[config.mk]
export PLATFORM = sky130hd
export DESIGN_NAME = pressure_frame_tx
export DESIGN_NICKNAME = d
export VERILOG_FILES = /design/src/rtl/pressure_link_pkg.sv /design/src/rtl/pressure_frame_tx_bit_timer.sv /design/src/rtl/pressure_frame_tx.sv
export SDC_FILE = /design/constraint.sdc
export NUM_CORES = 1
export LEC_CHECK = 0
export CAP_MARGIN = 20
export CORE_MARGIN = 5
export CORE_UTILIZATION = 45
export DETAILED_ROUTE_END_ITERATION = 8
export PLACE_DENSITY = 0.71
export SLEW_MARGIN = 10
export SYNTH_ARGS = -nofsm -noshare
export SYNTH_HDL_FRONTEND = slang
export SYNTH_SLANG_ARGS = --single-unit
[constraint.sdc]
create_clock -name clk -period 1.6 [get_ports clk]
set_clock_uncertainty 0.2 [all_clocks]
set_input_delay 0.32 -clock clk [delete_from_list [all_inputs] [get_ports clk]]
set_output_delay 0.32 -clock clk [all_outputs]
set_load 0.01 [all_outputs]
[src/rtl/pressure_link_pkg.sv]
// Shared definitions for the pressure sample serial link: frame layout,
// line levels, transmitter states and the parity rule.
package pressure_link_pkg;

    localparam int unsigned PRESSURE_W = 6;
    localparam int unsigned FRAME_BITS = 9;

    localparam logic LINE_IDLE = 1'b1;
    localparam logic START_LVL = 1'b0;
    localparam logic STOP_LVL  = 1'b1;

    typedef enum logic [2:0] {
        IDLE   = 3'd0,
        START  = 3'd1,
        DATA   = 3'd2,
        PARITY = 3'd3,
        STOP   = 3'd4
    } tx_state_t;

    // Even parity is the XOR of the data bits; odd parity inverts it.
    function automatic logic calc_parity(input logic [PRESSURE_W-1:0] data, input logic odd);
        return (^data) ^ odd;
    endfunction

endpackage

[src/rtl/pressure_frame_tx_bit_timer.sv]
// Bit-time divider: tick is high on the last cycle of each CLKS_PER_BIT window.
// restart holds the window at its first cycle so a new frame starts aligned.
module bit_timer #(
    parameter int unsigned CLKS_PER_BIT = 4
) (
    input  logic clk,
    input  logic rst,
    input  logic restart,
    output logic tick
);

    localparam int unsigned CNT_W = (CLKS_PER_BIT > 1) ? $clog2(CLKS_PER_BIT) : 1;
    localparam logic [CNT_W-1:0] CNT_LAST = CNT_W'(CLKS_PER_BIT - 1);

    logic [CNT_W-1:0] cnt_q;
    logic [CNT_W-1:0] cnt_d;

    // With CLKS_PER_BIT=1 CNT_LAST is 0, so tick is permanently high.
    assign tick = (cnt_q == CNT_LAST);

    always_comb begin
        cnt_d = cnt_q;
        if (restart || tick) begin
            cnt_d = '0;
        end else begin
            cnt_d = CNT_W'(cnt_q + 1'b1);
        end
    end

    always_ff @(posedge clk) begin
        if (rst) begin
            cnt_q <= '0;
        end else begin
            cnt_q <= cnt_d;
        end
    end

endmodule

[src/rtl/pressure_frame_tx.sv]
// Framed serial transmitter for pressure samples: start, data LSB-first,
// parity, stop. One sample accepted per valid/ready handshake in IDLE.
module pressure_frame_tx
    import pressure_link_pkg::*;
#(
    parameter int unsigned CLKS_PER_BIT = 4,
    parameter int unsigned DATA_W       = PRESSURE_W,
    parameter logic        PARITY_ODD   = 1'b0
) (
    input  logic              clk,
    input  logic              rst,
    input  logic [DATA_W-1:0] pressureData,
    input  logic              dataValid,
    output logic              dataReady,
    output logic              txSerial,
    output logic              txBusy,
    output logic              frameDone
);

    localparam int unsigned BIT_CNT_W = $clog2(DATA_W);
    localparam logic [BIT_CNT_W-1:0] BIT_LAST = BIT_CNT_W'(DATA_W - 1);

    tx_state_t             state_q,   state_d;
    logic [DATA_W-1:0]     shift_q,   shift_d;
    logic                  parity_q,  parity_d;
    logic [BIT_CNT_W-1:0]  bit_cnt_q, bit_cnt_d;
    logic                  tx_q,      tx_d;
    logic                  busy_q,    busy_d;
    logic                  done_q,    done_d;
    logic                  tick_c;
    logic                  restart_c;

    assign dataReady = (state_q == IDLE);
    assign txSerial  = tx_q;
    assign txBusy    = busy_q;
    assign frameDone = done_q;

    // The timer idles at its first cycle until the frame starts.
    assign restart_c = (state_q == IDLE);

    bit_timer #(
        .CLKS_PER_BIT (CLKS_PER_BIT)
    ) u_bit_timer (
        .clk     (clk),
        .rst     (rst),
        .restart (restart_c),
        .tick    (tick_c)
    );

    always_comb begin
        state_d   = state_q;
        shift_d   = shift_q;
        parity_d  = parity_q;
        bit_cnt_d = bit_cnt_q;
        done_d    = 1'b0;

        unique case (state_q)
            IDLE: begin
                if (dataValid) begin
                    shift_d   = pressureData;
                    parity_d  = calc_parity(pressureData, PARITY_ODD);
                    bit_cnt_d = '0;
                    state_d   = START;
                end
            end
            START: begin
                if (tick_c) state_d = DATA;
            end
            DATA: begin
                if (tick_c) begin
                    shift_d = shift_q >> 1;
                    if (bit_cnt_q == BIT_LAST) begin
                        state_d = PARITY;
                    end else begin
                        bit_cnt_d = BIT_CNT_W'(bit_cnt_q + 1'b1);
                    end
                end
            end
            PARITY: begin
                if (tick_c) state_d = STOP;
            end
            STOP: begin
                if (tick_c) begin
                    state_d = IDLE;
                    done_d  = 1'b1;
                end
            end
            default: state_d = IDLE;
        endcase

        // Line level is decoded from the next state so it is registered.
        unique case (state_d)
            START:   tx_d = START_LVL;
            DATA:    tx_d = shift_d[0];
            PARITY:  tx_d = parity_d;
            STOP:    tx_d = STOP_LVL;
            default: tx_d = LINE_IDLE;
        endcase
        busy_d = (state_d != IDLE);
    end

    always_ff @(posedge clk) begin
        if (rst) begin
            state_q   <= IDLE;
            shift_q   <= '0;
            parity_q  <= 1'b0;
            bit_cnt_q <= '0;
            tx_q      <= LINE_IDLE;
            busy_q    <= 1'b0;
            done_q    <= 1'b0;
        end else begin
            state_q   <= state_d;
            shift_q   <= shift_d;
            parity_q  <= parity_d;
            bit_cnt_q <= bit_cnt_d;
            tx_q      <= tx_d;
            busy_q    <= busy_d;
            done_q    <= done_d;
        end
    end

endmodule
==> summary.md <==
| Metric | Value |
|---|---|
| RSZ-0062 raised after global routing | true |
| Clock tree from TritonCTS | yes |
| Number of global-route vias before repair | approximately 890 |
| Area of the multi-input gates | ~580 µm² |
| Max-slew violation count | 0 |
| WL final | approximately 2200 µm |
| CTS Buf Count | 3 |
| Die area | between 2000 and 3000 µm² |
| Top cells by area, synth | dfxtp_1 (40%), xnor2_1 (5.8%), buf_6 (5.0%), a21oi_1 (4.5%), a22oi_1 (4.2%) |
| Fin crit share | 1.106 |
| Row count | 16 |
| Pwr per Cell Area | between 700 and 800 nW/µm² |
| Fin cells | about 150 |
| Place WS | -421.8 ps |
| Post-Syn Instances | 92 |
| Mapped Avg Cell Area | just under 10 µm² |
| # DRC | 0 |
| Crit-path max FO | 4 |
| Worst IR drop on VDD | about 0.52 mV |
| Setup TNS | -610.7 ps |
| H-tree Lvls | 1 |
| Critical path data required time | between 1500 and 2000 ps |
| Vias/cell | 5.364 |
| Crit end category | register |
| Total of max-cap violations | 0 |
| Largest area contributor in the netlist | dfxtp_1 |
| Dpl cells | approximately 150 |
| Detail Placement HPWL | about 1400 µm |
| Netlist cell types | 32 |
| Clock slew at reported path FFs | roughly 100 ps |
| Filler Cell Count | around 150 |
| Setup WS post-layout | -169.0 ps |
| Clk buf depth | 2 |
| Worst-margin pin slew | approximately 260 ps |
| Final Wtd Congestion | a little under 0.8 |
| Antenna diode count | 0 |
| Top-area cell type share of the netlist area | 0.4011 |
| Core ar. | around 1900 µm² |
| Clock sink total | 18 |
| Pre-antenna DRT Iters | 4 |
| Reg area | around 370 µm² |
| Critical path class | reg -> reg |
| Overall Global Routing Usage | 0.1740 |
| Synth Area in Compound Gates | 0.2089 |
| Fmax | 0.5653 GHz |
| Crit path DAT | ~1800 ps |
| Nets | 140 |
| Leak | between 0.0005 and 0.0006 µW |
| Post-Synth Simple-Gate Area | 0.2131 |
| Post-Synth XOR/XNOR Area | 0.05850 |
| Vias post-DR | approximately 830 |
| Worst-skew pair later-pin latency | 290 ps |
| CTS Root Cell | clkbuf_4 |
| Violations in the final reports | setup timing |
| Synth Register Bits | 18 |
| Post-Syn Nets | 104 |
| Die X | about 55 µm |
| Share of cells above drive strength 1 | 0.4724 |
| Syn Std Cell Area | 898.4 µm² |
| Worst min path class | reg -> reg |
| Mux cell area share after synthesis | 0 |
| Tmin final | between 1500 and 2000 ps |
| Number of synthesis warnings | 0 |
| Grt ovf | 0 |
| Height of the die | 54.68 µm |
| Initial Utilization | 0.4626 |
| # setup viols final | 8 |
| Port Buffers | 12 |
| Area Overhead vs Synth | 52.23% |
| Drt initial violations | 4 |
| Antenna-violating nets left | 0 |
| Initial antenna violation count | 0 |
| Boundary Pins | 13 |
| Adder-cell share of the synthesized area | 0.04178 |
| First-pass GRT wire length | 3719 µm |
| Commonest non-fill, non-tap cells in the layout | buf_4 (22), dfxtp_1 (12), clkdlybuf4s50_1 (8) |
| Crit path launch type | register |
| Largest net degree at the start of global routing | 11 |
| Post-synthesis sequential area ratio | 0.4011 |
| Hold buffers post-CTS | 0 |
| Most common cell after layout, fill and taps aside | buf_4 |
| Final hold violation count | 0 |
| Rel. slew slack | 0.8279 |
| Largest family of logic cells by synthesized area | simple AND/OR/NAND/NOR gates |
| Setup slack, reg-to-reg | -170 ps |
| Status | finished with violations |
| Avg WL per Cell | between 10 and 15 µm |
final cells by class:
class	count	share of cell area
multi-input cells	64	0.4245
well taps	27	0.02470
inverters	2	0.005489
repair buffers	39	0.2479
flip-flops and latches	18	0.2708
clock buffers	4	0.02653
sequential cells by signal, indices dropped and copies added (netlist names):
name               count
u_bit_timer.cnt_q      2
bit_cnt_q              3
shift_q                6
txBusy                 1
parity_q               1
state_q                3
frameDone              1
txSerial               1
metrics by stage:
| stage | power [µW] | hold WS, ps | area, µm² | util |
|---|---|---|---|---|
| after floorplan | 608.4 | 207.2 | 904.6 | - |
| after global placement | 691.8 | 210.1 | 1161 | 0.5979 |
| after detailed placement | 696.9 | 229.2 | 1161 | 0.5979 |
| after CTS | 1000 | 244.6 | 1340 | 0.6901 |
| after global routing | 1056 | 261.3 | 1368 | 0.7043 |
| final | 1006 | 244.0 | 1368 | 0.7043 |
synth_stat cells:
cell,count
buf_6,4
o211ai_1,1
nor2_1,9
or2_2,2
a21oi_1,8
nor3b_1,4
xnor2_1,6
ha_1,3
a32o_1,1
nor4b_1,1
nor4bb_1,1
a22oi_1,5
a31oi_1,1
nor3_1,2
inv_1,2
a211oi_1,2
and3_1,1
nor4b_4,1
nand2_1,5
nand4b_1,1
a21boi_0,2
nor2_2,1
o21bai_1,1
and3b_2,1
or3_1,1
clkbuf_1,3
nor4_1,1
dfxtp_1,18
a2111oi_2,1
a2bb2oi_4,1
buf_2,1
o21a_1,1
critical path, cell delays in order (launching register included):
cell and delay [ps]:
dfxtp_4 380, buf_6 120, nor4b_4 280, buf_4 170, a211oi_2 40, or3_1 360
o211ai_1 130
kinds of logic after synthesis:
group | Yosys count
AND/OR/NAND/NOR | 31
AO/OA/AOI/OAI | 24
flip-flops | 18
buffers and inverters | 10
XOR/XNOR | 6
adder cells (fa/ha/maj) | 3
metal layers:
layer / vias up / part of all wire / track usage
met5: - / 0 / 0
met4: 0 / 0.032 / 0.08299
met3: 10 / 0.040 / 0.04360
met2: 23 / 0.54 / 0.3327
met1: 396 / 0.38 / 0.1700
li1: 397 / - / -
path summary, 6_finish.rpt:
path | to | depth (start not counted) | startpoint
worst min-delay path | u_bit_timer.cnt_q[0]$_SDFF_PP0_ | 1 | u_bit_timer.cnt_q[0]$_SDFF_PP0_
worst min register to register | u_bit_timer.cnt_q[0]$_SDFF_PP0_ | 1 | u_bit_timer.cnt_q[0]$_SDFF_PP0_
worst max-delay path | txSerial$_SDFF_PP1_ | 6 | state_q[1]$_SDFF_PP0_
worst max register to register | txSerial$_SDFF_PP1_ | 6 | state_q[1]$_SDFF_PP0_
repair_timing:
action / 4_1_cts / 5_1_grt
resized for setup: 35 / 4
setup buffers: 5 / 1
hold endpoints to repair: 0 / 0
pin swaps: 11 / 6
endpoints found under the setup margin: 16 / 14
power breakdown:
part	total [µW]	internal, µW	switching [µW]
clock network	277	139	139
registers	492	473	18.9
logic	236	128	108
Power figures use the tool's default switching activity.
